[src/rtl/parity_frame_ctrl.sv]
// Frame-level XOR parity checker for a valid/ready nibble stream.
// Reports pass/fail as a done pulse, held result flags and timed LEDs.
module parity_frame_ctrl #(
    parameter int MAX_NIBBLES = 16,
    parameter bit ODD_PARITY  = 1'b0,
    parameter int HOLD_CYCLES = 12_000_000,
    localparam int CW = $clog2(MAX_NIBBLES + 1)
) (
    input  logic          clk,
    input  logic          rst,
    input  logic          frame_start,
    input  logic          nib_valid,
    input  logic [3:0]    nib_data,
    input  logic          nib_last,
    input  logic          par_bit,
    output logic          nib_ready,
    output logic          busy,
    output logic          done,
    output logic          err,
    output logic          len_err,
    output logic [CW-1:0] nib_cnt,
    output logic          led_ok,
    output logic          led_err
);

    localparam int HW = (HOLD_CYCLES > 1) ? $clog2(HOLD_CYCLES) : 1;

    typedef enum logic [1:0] {
        IDLE,
        ACCUM,
        CHECK,
        REPORT
    } state_t;

    state_t        state;
    logic          acc;
    logic          par_q;
    logic          len_flag;
    logic [HW-1:0] hold;
    logic          xfer;
    logic          res_err;

    assign nib_ready = (state == ACCUM);
    assign busy      = (state == ACCUM) || (state == CHECK);
    assign xfer      = nib_valid & nib_ready;
    assign res_err   = len_flag | (acc ^ par_q ^ ODD_PARITY);

    always_ff @(posedge clk) begin
        if (rst) begin
            state    <= IDLE;
            acc      <= 1'b0;
            par_q    <= 1'b0;
            len_flag <= 1'b0;
            hold     <= '0;
            nib_cnt  <= '0;
            done     <= 1'b0;
            err      <= 1'b0;
            len_err  <= 1'b0;
            led_ok   <= 1'b0;
            led_err  <= 1'b0;
        end else begin
            done <= 1'b0;
            case (state)
                IDLE: begin
                    if (frame_start) begin
                        state    <= ACCUM;
                        acc      <= 1'b0;
                        nib_cnt  <= '0;
                        len_flag <= 1'b0;
                    end
                end
                ACCUM: begin
                    // A restart discards any nibble offered in the same cycle.
                    if (frame_start) begin
                        acc      <= 1'b0;
                        nib_cnt  <= '0;
                        len_flag <= 1'b0;
                    end else if (xfer) begin
                        acc <= acc ^ (^nib_data);
                        if (nib_cnt != CW'(MAX_NIBBLES))
                            nib_cnt <= nib_cnt + 1'b1;
                        if (nib_last) begin
                            par_q <= par_bit;
                            state <= CHECK;
                        end else if (nib_cnt == CW'(MAX_NIBBLES - 1)) begin
                            len_flag <= 1'b1;
                            state    <= CHECK;
                        end
                    end
                end
                CHECK: begin
                    done    <= 1'b1;
                    err     <= res_err;
                    len_err <= len_flag;
                    led_ok  <= ~res_err;
                    led_err <= res_err;
                    hold    <= '0;
                    state   <= REPORT;
                end
                REPORT: begin
                    // A new frame preempts the LED hold; result flags persist.
                    if (frame_start) begin
                        led_ok   <= 1'b0;
                        led_err  <= 1'b0;
                        acc      <= 1'b0;
                        nib_cnt  <= '0;
                        len_flag <= 1'b0;
                        state    <= ACCUM;
                    end else if (hold == HW'(HOLD_CYCLES - 1)) begin
                        led_ok  <= 1'b0;
                        led_err <= 1'b0;
                        state   <= IDLE;
                    end else begin
                        hold <= hold + 1'b1;
                    end
                end
                default: state <= IDLE;
            endcase
        end
    end

endmodule

[config.mk]
export PLATFORM = sky130hd
export DESIGN_NAME = parity_frame_ctrl
export DESIGN_NICKNAME = d
export VERILOG_FILES = /design/src/rtl/parity_frame_ctrl.sv
export SDC_FILE = /design/constraint.sdc
export NUM_CORES = 1
export LEC_CHECK = 0
export CAP_MARGIN = 40
export CORE_MARGIN = 3
export CORE_UTILIZATION = 56
export CTS_CLUSTER_DIAMETER = 100
export DETAILED_ROUTE_END_ITERATION = 12
export PLACE_DENSITY = 0.9
export SETUP_SLACK_MARGIN = 0.5
export SLEW_MARGIN = 5
export SYNTH_ARGS = -nofsm -noshare
export SYNTH_HDL_FRONTEND = slang
export SYNTH_SLANG_ARGS = --single-unit
[constraint.sdc]
create_clock -name clk -period 2.2 [get_ports clk]
set_input_delay 0.33 -clock clk [delete_from_list [all_inputs] [get_ports clk]]
set_output_delay 0.33 -clock clk [all_outputs]
set_load 0.03 [all_outputs]
# Word level (Yosys, flattened, before mapping)

Cells that the tools add are included.

$add $sub $neg: 2
Equal/unequal tests: 18
Muxes and demuxes: 30
Bitwise gates (word level): 6
Reductions and logical operators: 13

Operators by type and width:

| cell                                                                    | number |
|---|---|
| 24-bit two-way mux                                                      | 2 |
| 24-bit one-hot mux with 2 select lines                                  | 1 |
| 24-bit by 1-bit adder with 24-bit output, second input constant         | 1 |
| 24-bit == test, second input constant                                   | 1 |
| 5-bit two-way mux                                                       | 4 |
| 2-bit two-way mux                                                       | 7 |
| 3-bit by 2-bit inequality test with 1-bit output, second input constant | 4 |
| 1-bit two-way mux                                                       | 10 |
| 5-bit one-hot mux with 2 select lines                                   | 1 |
| 5-bit AND reduction                                                     | 2 |
| 2-bit inequality test, second input constant                            | 4 |
| 1-bit one-hot mux with 2 select lines                                   | 4 |
| 2-bit one-hot mux with 4 select lines                                   | 1 |
| 4-bit AND reduction                                                     | 2 |
| 3-bit inequality test, second input constant                            | 2 |
| 3-bit AND reduction                                                     | 2 |
| 5-bit by 1-bit adder with 5-bit output, second input constant           | 1 |
| 5-bit by 4-bit == test with 1-bit output, second input constant         | 1 |
| 5-bit inequality test, second input constant                            | 1 |
| 2-bit == test, second input constant                                    | 2 |
| 2-bit by 1-bit inequality test with 1-bit output, second input constant | 2 |
| 2-bit nonzero test                                                      | 2 |
| 4-bit XOR reduction                                                     | 1 |
| 2-bit by 1-bit == test with 1-bit output, second input constant         | 1 |
| other kinds (8)                                                         | 10 |

Bits in registers: 39

# Logic depth before layout (Yosys ltp)

Word-level depth: 6
Depth in mapped cells: 9
Mapped depth without buffers: 8

# Worst setup path before layout

Ideal clock, no wire load.

Path kind: reg2reg
Start point: reg hold[0]
End point: reg hold[22]
Data arrival time: 1,920 ps
Data required time: 2,078 ps
Path slack: 158 ps
Stages on the path, launching flop included: 8
Cells stage by stage: dfxtp_1 > ha_1 > nand2_1 > or4_4 > o21ai_2 > buf_4 > nor4_1 > a311o_1

Word-level cells in the longest chain between the ends: 4
Elaborated cells between the ends (all ways): 7
Those cells by class: 1 x add/sub; 2 x eq/ne; 3 x mux; 1 x reduce/logical

Ends and longest elaborated chain:

| item                                     | RTL line | RTL |
|---|---|---|
| start, declared                          | 39       | `logic [HW-1:0] hold;` |
| start signal, assigned                   | 114      | `hold <= hold + 1'b1;` |
| 24-bit by 1-bit adder with 24-bit output | 114      |  |
| 24-bit two-way mux                       | 109      | `end else if (hold == HW'(HOLD_CYCLES - 1)) begin` |
| 24-bit two-way mux                       | 102      | `if (frame_start) begin` |
| 24-bit one-hot mux with 2 select lines   | 63       | `case (state)` |

Several ways; a longest one is shown, not always the timed one. The select of a mux whose other input is x is not followed.
A chain may end at the register's enable or synchronous reset.

# Worst setup path after layout

Start point: reg hold[22]
End point: reg hold[16]

Word-level cells in the longest chain between the ends: 3

Ends and longest elaborated chain:

| item                                   | RTL line |
|---|---|
| 24-bit == test                         | 109 |
| 2-bit inequality test (no source line) | n/a |
| 3-bit AND reduction (no source line)   | n/a |

Every way passes these cells.

==> impl_results.md <==
* Full die area at 4736 um^2
* GRT overflow at 0
* Hold WS at 0.4871 ns
* Clock transition at path regs at about 0.080 ns
* DP HPWL at just over 4 mm
* Vias in the first global route at 2599
* Initial antenna violation count at 0
* Worst hold path startpoint: led_err
* Row cnt at 22
* Area Growth Syn to Fin at 53.34%
* Post-synth EDFFs at 0
* Achievable Freq at 469.3 MHz
* CP peak stage delay at roughly 0.43 ns
* PortBufs at 21
* PnR worst setup slack at 0.06918 ns
* Most frequent cells in the layout: buf_4 (41), nor2_1 (20), dfxtp_1 (18)
* Critical Path Start Type: flop
* Critical path capture point: hold[16]
* Synth area leaders: dfxtp_1 (35%), ha_1 (5.1%), a21oi_1 (3.9%), nor2_1 (3.7%), nand4_1 (3.1%)
* Clk Latency, worst-skew pair at roughly 0.31 ns
* Post-synthesis instance total at 265
* Fin Setup TNS at 0 ns
* Post-CTS Hold Buffers at 0
* CP startpoint: hold[22]
* CP required at 2.40 ns
* Area leader, netlist: dfxtp_1
* DR vias at 2802
* Die extent in x at 68.82 um
* Fin crit period at 2.131 ns
* Worst Path Max Fanout at 7
* Data arrival time of the critical path at 2.33 ns
* CP Capture Type: flop
* Top cell type's share of synthesized area at 35.33%
* 1st-iter DRT viols at between 400 and 500
* Number of fill cells at 147
* R2R Path End: hold[16]
* Pin count of the biggest net entering global routing at 30
* CTS Buf Count at 5
* Synth warn at 0
* CTS tree: built
* Prevailing post-synth register cell: dfxtp_1
* Status: finished clean
* First-pass DRT Iterations at 7
* Slowest cell on the critical path: nor4bb_4
* All-Layer GR Usage at 36.09%
* H-tree depth at 2
* Placer Congestion at 0.9478
* Max_slew headroom at 62.37%
* Layout Skew at 0.01306 ns
* CP Cell Sequence: nor4bb_4 -> nand4_1 -> buf_4 -> o21ai_4 -> buf_6 -> buf_12 -> nor4_4 -> a31o_2
* DRC at 0
* Mapped Area at 2210 um^2
* Starting Density at 59.02%
* Final core occ at 90.51%
* Antenna Violating Nets Remaining at 0
* Post-synthesis sequential area ratio at 35.33%
* Antenna fix cells at 0
* Share of layout cells above drive strength 1 at approximately 43%
* Max cap viols at 0
* DRT Wirelength at ~9.6 mm
* Final setup fails at 0
* Critical path type: reg -> reg
* Reg2Reg Depth at 8
* Core Area at 3744 um^2
* Vias per cell at 7.316
* Die Height at 68.82 um
* Clock buffer depth at 2
* Routed len/inst at about 25 um
* # IOs at 22
* CTS sink count at 39
* Reg2reg start: hold[22]
* Final hold vios at 0
* RSZ-0062 raised after global routing: yes
* Max-slew violations at 0
* Peak VDD IR at 0.0009251 V
* Fin nets at 353
* CTS root buf: clkbuf_8
* Setup slack, reg-to-reg at 0.07 ns
* Pre-CTS setup slack at 0.05357 ns
* Mapped Nets at 284
* Leakage at 1.335 nW
* PD cells at 846.0 nW/um^2
* Synth cell types at 52
* Hold crit path type: reg -> reg
* Tcrit/Tclk final at 96.86%
* First-pass GRT wire length at 12.45 mm
* Most common cell after layout, fill and taps aside: buf_4
* Worst-Margin Slew at 0.5601 ns
* Async set-reset flop share out of synthesis at 0%
* Yosys reg bits at 39
* Syn_area_per_cell at 8.338 um^2
==> through the flow <==
step | cells | power, mW | area, um^2
final | 383 | 2.867 | 3388
after detailed placement | 341 | 1.932 | 2688
after CTS | 376 | 2.622 | 3197
after floorplan | 265 | 1.607 | 2352
after global placement | 340 | 1.877 | 2680
after global routing | 383 | 2.963 | 3388
==> registers in the layout, summed over array words and instances (netlist names) <==
| register | flops |
|---|---|
| err | 1 |
| led_ok | 1 |
| done | 1 |
| led_err | 1 |
| nib_cnt | 5 |
| state | 2 |
| par_q | 1 |
| hold | 24 |
| acc | 1 |
| len_err | 1 |
| len_flag | 1 |
==> layout make-up <==
type                            instances  area (um^2)  area share [%]
Tap cell                               48        60.06           1.773
Sequential cell                        39        839.6           24.78
Inverter                               13        48.80           1.440
Clock buffer                            6        93.84           2.770
Clock inverter                          2        13.76          0.4062
Timing Repair Buffer                   74        665.6           19.65
Multi-Input combinational cell        201         1667           49.19
==> Yosys cell counts (2+ instances only) <==
master and count:
a31oi_1 8, clkbuf_1 7, or3_1 6, xnor2_1 5
nor2b_1 5, o21ai_0 10, inv_1 13, a21oi_1 17
nor4bb_1 2, a41o_1 3, nand3_1 13, or4_1 2
and3_1 6, xor2_1 3, nor4_1 6, dfxtp_1 39
a211oi_1 2, nor3_1 6, nand2b_1 7, or2_2 4
ha_1 9, nand4_1 11, buf_4 2, mux2i_1 6
nor2_1 22, nand2_1 17, a21o_1 2, o41ai_1 4
o211ai_1 5
==> critical path: cells and delay by family, from the launching register on <==
family	cells	cell delay, ns
flops	1	0.40
simple gates	3	0.70
buf+inv	3	0.48
compound gates	2	0.45
==> logic make-up (layout without fill, tap and decap cells) <==
family	after synthesis	count (layout)	synth area share, %
XOR/XNOR	8	8	3.171
AO/OA/AOI/OAI	64	64	19.76
adder cells (fa/ha/maj)	9	9	5.096
multiplexers	7	7	3.228
flip-flops	39	39	35.33
AND/OR/NAND/NOR	113	113	28.43
buffers and inverters	25	95	4.983
==> worst min-delay path by stage <==
| stage | to | slack (ns) | cells past startpoint |
|---|---|---|---|
| after floorplan | hold[23] | 0.43 | 1 |
| after CTS | led_err | 0.48 | 2 |
| after global placement | hold[23] | 0.47 | 1 |
| after global routing | led_err | 0.49 | 2 |
| after detailed placement | hold[23] | 0.47 | 1 |
| final | led_err | 0.49 | 2 |
==> routing by layer <==
| layer | vias to the layer above | share of wire (%) | track usage (%) |
|---|---|---|---|
| met4 | 0 | 8.3 | 28.47 |
| li1 | 1130 | - | - |
| met1 | 1288 | 35 | 38.06 |
| met3 | 105 | 10 | 9.400 |
| met5 | - | 0 | 0 |
| met2 | 279 | 47 | 60.55 |
==> report_power, final <==
part	internal, mW	switching, mW	leakage, nW	total (mW)
Sequential	0.782	0.0905	0.329	0.873
Clock	0.293	0.296	0.0563	0.588
Combinational	0.577	0.829	0.949	1.41
Total	1.65	1.21	1.33	2.87
==> timing repair <==
action,CTS,global route
pin swaps,22,14
cloned,1,0
gates resized for setup,65,29
setup endpoints to repair,34,36
setup buffers,26,7
endpoints found under the hold margin,0,0
(Power assumes the default switching activity.)
